[src/rtl/flex_rcv_deserializer.sv]
// rtl/flex_rcv_deserializer.sv - parametrised serial-to-parallel receive deserializer with valid/ready holding register
module flex_rcv_deserializer #(
    parameter int DATA_WIDTH = 8,
    parameter int MSB_FIRST  = 0,
    parameter int PARITY_EN  = 0,
    parameter int PARITY_ODD = 0
) (
    input  logic                                  clk,
    input  logic                                  rst,
    input  logic                                  shift_enable,
    input  logic                                  serial_in,
    input  logic                                  frame_start,
    input  logic                                  out_ready,
    input  logic                                  clear_errors,
    output logic [DATA_WIDTH-1:0]                 parallel_out,
    output logic                                  out_valid,
    output logic                                  parity_error,
    output logic                                  overrun_error,
    output logic                                  busy,
    output logic [$clog2(DATA_WIDTH+2)-1:0]       bit_count
);

    localparam int CW = $clog2(DATA_WIDTH + 2);

    localparam logic [1:0] ST_IDLE   = 2'd0;
    localparam logic [1:0] ST_SHIFT  = 2'd1;
    localparam logic [1:0] ST_PARITY = 2'd2;

    localparam logic [CW-1:0] LAST_DATA_IDX = CW'(DATA_WIDTH - 1);

    logic [1:0]            state_q, state_d;
    logic [DATA_WIDTH-1:0] shift_q, shift_d;
    logic [DATA_WIDTH-1:0] shifted;
    logic [CW-1:0]         cnt_q, cnt_d;

    logic                  commit;
    logic [DATA_WIDTH-1:0] commit_word;
    logic                  commit_perr;

    logic [DATA_WIDTH-1:0] word_q, word_d;
    logic                  valid_q, valid_d;
    logic                  perr_q, perr_d;
    logic                  ovr_q, ovr_d;
    logic                  ovr_new;

    // Frame assembly: frame_start rebases the frame first, then a strobe samples into the fresh frame.
    always_comb begin
        state_d     = state_q;
        shift_d     = shift_q;
        cnt_d       = cnt_q;
        shifted     = '0;
        commit      = 1'b0;
        commit_word = '0;
        commit_perr = 1'b0;

        if (frame_start) begin
            state_d = ST_IDLE;
            shift_d = '0;
            cnt_d   = '0;
        end

        if (MSB_FIRST != 0) begin
            shifted = {shift_d[DATA_WIDTH-2:0], serial_in};
        end else begin
            shifted = {serial_in, shift_d[DATA_WIDTH-1:1]};
        end

        if (shift_enable) begin
            if (state_d == ST_PARITY) begin
                // Parity bit is checked against the already assembled word, never shifted in.
                commit      = 1'b1;
                commit_word = shift_d;
                commit_perr = ((^shift_d) ^ serial_in) != (PARITY_ODD != 0);
                state_d     = ST_IDLE;
                shift_d     = '0;
                cnt_d       = '0;
            end else if (cnt_d == LAST_DATA_IDX) begin
                if (PARITY_EN != 0) begin
                    state_d = ST_PARITY;
                    shift_d = shifted;
                    cnt_d   = cnt_d + 1'b1;
                end else begin
                    commit      = 1'b1;
                    commit_word = shifted;
                    state_d     = ST_IDLE;
                    shift_d     = '0;
                    cnt_d       = '0;
                end
            end else begin
                state_d = ST_SHIFT;
                shift_d = shifted;
                cnt_d   = cnt_d + 1'b1;
            end
        end
    end

    // Holding register handshake and sticky overrun flag.
    always_comb begin
        word_d  = word_q;
        valid_d = valid_q;
        perr_d  = perr_q;
        ovr_d   = ovr_q;
        ovr_new = 1'b0;

        if (commit) begin
            if (valid_q && !out_ready) begin
                ovr_new = 1'b1;
            end else begin
                word_d  = commit_word;
                perr_d  = commit_perr;
                valid_d = 1'b1;
            end
        end else if (out_ready) begin
            valid_d = 1'b0;
        end

        if (clear_errors) begin
            ovr_d = 1'b0;
        end
        if (ovr_new) begin
            ovr_d = 1'b1;
        end
    end

    // State and data registers with synchronous reset.
    always_ff @(posedge clk) begin
        if (rst) begin
            state_q <= ST_IDLE;
            shift_q <= '0;
            cnt_q   <= '0;
            word_q  <= '0;
            valid_q <= 1'b0;
            perr_q  <= 1'b0;
            ovr_q   <= 1'b0;
        end else begin
            state_q <= state_d;
            shift_q <= shift_d;
            cnt_q   <= cnt_d;
            word_q  <= word_d;
            valid_q <= valid_d;
            perr_q  <= perr_d;
            ovr_q   <= ovr_d;
        end
    end

    assign parallel_out  = word_q;
    assign out_valid     = valid_q;
    assign parity_error  = perr_q;
    assign overrun_error = ovr_q;
    assign busy          = (state_q != ST_IDLE);
    assign bit_count     = cnt_q;

endmodule

[config.mk]
export PLATFORM = sky130hd
export DESIGN_NAME = flex_rcv_deserializer
export DESIGN_NICKNAME = d
export VERILOG_FILES = /design/src/rtl/flex_rcv_deserializer.sv
export SDC_FILE = /design/constraint.sdc
export NUM_CORES = 1
export LEC_CHECK = 0
export CORE_ASPECT_RATIO = 1.1
export CORE_MARGIN = 10
export CORE_UTILIZATION = 53
export DETAILED_ROUTE_END_ITERATION = 8
export GPL_ROUTABILITY_DRIVEN = 0
export PLACE_DENSITY = 0.82
export SKIP_CTS_REPAIR_TIMING = 1
export SLEW_MARGIN = 30
export SYNTH_ARGS = -nofsm -noshare
export SYNTH_HDL_FRONTEND = slang
export SYNTH_SLANG_ARGS = --single-unit
[constraint.sdc]
create_clock -name clk -period 3.6 [get_ports clk]
set_input_delay 0.54 -clock clk [delete_from_list [all_inputs] [get_ports clk]]
set_output_delay 0.54 -clock clk [all_outputs]
set_load 0.1 [all_outputs]
==> impl_metrics.py <==
metrics = {
    "status": {
        "run_status": "finished, final reports clean",
    },
    "grt": {
        "track_usage_pct": 10.8,
        "grt_start_max_net_pins": 21,
        "grt_overflow": 0,
        "vias_in_the_first_global_route": 931,
        "grt_pass1_wl_mm": 4.06,
        "antenna_found_initial": 0,
    },
    "setup_path": {
        "setup.worst_path.end": "busy",
        "cp-start-kind": "register",
        "cp-startpoint": "state_q[1]",
        "worstRegToRegCells": 6,
        "largest_fanout_on_the_critical_path": 4,
        "cp-end-kind": "output pin",
        "worst_r2r_startpoint": "bit_count[1]",
        "arrival_ps": 2000,
        "timing.setup.critical_path_class": "register to output pin",
        "reg2reg_to": "parity_error",
        "worst-endpoint-required_ps": 3060,
        "setup.reg_to_reg.worst_slack_ps": 1630,
    },
    "synthesis": {
        "postSynthRegisterBits": 25,
        "syn_area_per_cell_sq_um": 8.72,
        "synth_compound_area_share_pct": 17.8,
        "netlist.top_cell.by_area": "dfxtp_1",
        "synth_top_cells_by_area": "dfxtp_1 (43%), nand2_1 (5.2%), nor2_1 (4.9%)",
        "largest_family_of_logic_cells_by_synthesized_area": "simple AND/OR/NAND/NOR gates",
        "mappedNetlistArea_sq_um": 1160,
        "synth_fa_ha_area_share_pct": 1.08,
        "share_of_flip_flops_with_an_asynchronous_set_or_reset_pct": 0,
        "ys.flop_type": "dfxtp_1",
        "synth-edff-count": 0,
        "yosysWarningCount": 0,
        "yosysSeqAreaShare_pct": 43.1,
        "post_synth_mux_area_share_pct": 0.863,
        "yosys.area_share.simple_pct": 28.2,
        "synth_cells": 133,
        "synth.most_common_cell": "dfxtp_1",
        "synth_nets": 141,
        "synthXorXnorAreaFrac_pct": 5.29,
        "synth_top_cell_area_share_pct": 43.1,
        "yosysUniqueCellTypes": 41,
        "synthTopCellsByCount": "dfxtp_1 (25), nand2_1 (16), nor2_1 (15)",
    },
    "drt": {
        "route.antenna.remaining_nets": 0,
        "totalWireLength_mm": 2.53,
        "detailedRoute.firstIterationViolations": 36,
        "drc": 0,
        "dr.pass1.iters": 4,
        "wl_per_cell_microns": 14.0,
        "route.top_layer_used": "met4",
        "wl_met1_mm": 1.16,
        "vias_per_cell": 5.76,
        "wl_met3_microns": 127,
        "wl_met2_mm": 1.20,
        "detailroute.via_count": 1037,
    },
    "timing": {
        "skew_ps": 1.56,
        "finalSetupViolCount": 0,
        "fin_tns_setup_ps": 0,
        "slew_headroom_pct": 34.5,
        "period_minus_slack_ps": 2540,
        "layout_setup_ws_ps": 1060,
        "final.period_utilization_pct": 70.6,
        "final-max-slew-violation-count": 0,
        "timing_worst_slew_pin_value_ps": 980,
        "clock.fmax_mhz": 393,
        "setup_repair_after_global_routing_missed_its_margin": "false",
        "final_hold_viols": 0,
    },
    "floorplan": {
        "core_sq_um": 2040,
        "die_area_sq_um": 4460,
        "floorplan.initialDensity_pct": 56.8,
        "die_h_microns": 69.1,
        "die_width_microns": 64.6,
        "core.rowCount": 17,
        "boundaryPins": 23,
    },
    "cells_and_area": {
        "final_net_count": 161,
        "drive_gt1_share_pct": 7.24,
        "insertedDiodeCount": 0,
        "areaGrowthSynthToFinish_pct": 21.9,
    },
    "pwr": {
        "power.leakage_uw": 0.000464,
        "power.density_nw_per_um2": 326,
        "total_power_uw": 461,
        "ir_drop_v": 0.000283,
    },
    "placement": {
        "preCtsSetupSlack_ps": 975,
        "dp.final_hpwl_mm": 1.94,
        "io_buffer_count": 22,
    },
    "worst_hold_path": {
        "worst_hold_class": "register to register",
    },
    "clocking": {
        "cts-root-to-sink-buffers": 2,
        "numCtsBuffers": 3,
        "insertion_delay_ps": 330,
        "cts-root-buf": "clkbuf_4",
        "cts_tree": "yes",
        "path_clk_slew_ps": 140,
        "cts_sinks": 25,
        "cts.htree.levels": 1,
    },
    "run": {
        "maxCapViolations": 0,
    },
}
==> cell families after synthesis <==
| family | count (synthesis) |
|---|---|
| AND/OR/NAND/NOR | 60 |
| buffers and inverters | 9 |
| AO/OA/AOI/OAI | 30 |
| flip-flops | 25 |
| XOR/XNOR | 7 |
| adder cells (fa/ha/maj) | 1 |
| multiplexers | 1 |
==> per-layer routing <==
metal | vias up | track usage [%]
met3 | 6 | 3.38
met4 | 0 | 4.95
met2 | 30 | 17.0
li1 | 511 | -
met1 | 490 | 12.9
met5 | - | 0
==> state kept, by name, summed over array words and instances, names as in the netlist <==
register and count:
overrun_error 1, out_valid 1, parallel_out 8, shift_q 8
state_q 2, parity_error 1, bit_count 4
==> worst max-delay path: stages, from the launching register on <==
cell and delay (ps):
dfxtp_1 420, or2_2 130, clkdlybuf4s50_1 1120
==> layout make-up <==
type                    instances  area [sq um]
well taps                      28          35.0
repair buffers                 23           228
clock inverters                 1          7.51
inverters                       1          3.75
fillers                       158           628
clock buffers                   3          22.5
flip-flops and latches         25           500
multi-input cells              99           617
==> cell usage in the layout (no fill, tap or decap), drive strengths merged, types with 3 or more instances in the layout <==
master / n
dfxtp: 25
nor2b: 6
a22oi: 7
xnor2: 6
nand3: 7
clkbuf: 3
o21ai: 3
clkdlybuf4s50: 22
a21oi: 4
a31oi: 7
nor2: 16
nand2: 16
==> per-stage QoR <==
step | utilization (%) | area [sq um] | hold WS [ps] | cells
after global routing | 69.2 | 1410 | 525 | 180
after detailed placement | 67.8 | 1380 | 475 | 176
after global placement | 67.8 | 1380 | 472 | 176
after floorplan | - | 1160 | 465 | 133
after CTS | 69.2 | 1410 | 494 | 180
final | 69.2 | 1410 | 495 | 180
==> power breakdown <==
part | internal [uW] | total (uW) | leakage, uW | switching (uW)
logic | 17.6 | 48.7 | 0.000248 | 31.1
clock network | 42.6 | 131 | 0.0000139 | 88.2
registers | 279 | 282 | 0.000202 | 2.49
==> worst min-delay path by stage <==
stage                     slack (ps)              end            start  depth (start not counted)
after CTS                        490  parallel_out[4]  parallel_out[4]                          2
after floorplan                  470       state_q[0]       state_q[0]                          1
final                            500  parallel_out[0]  parallel_out[0]                          2
after global placement           470  parallel_out[5]  parallel_out[5]                          2
after detailed placement         480  parallel_out[4]  parallel_out[4]                          2
after global routing             530  parallel_out[4]  parallel_out[4]                          2
No activity file was read; power rests on OpenSTA's default activity.
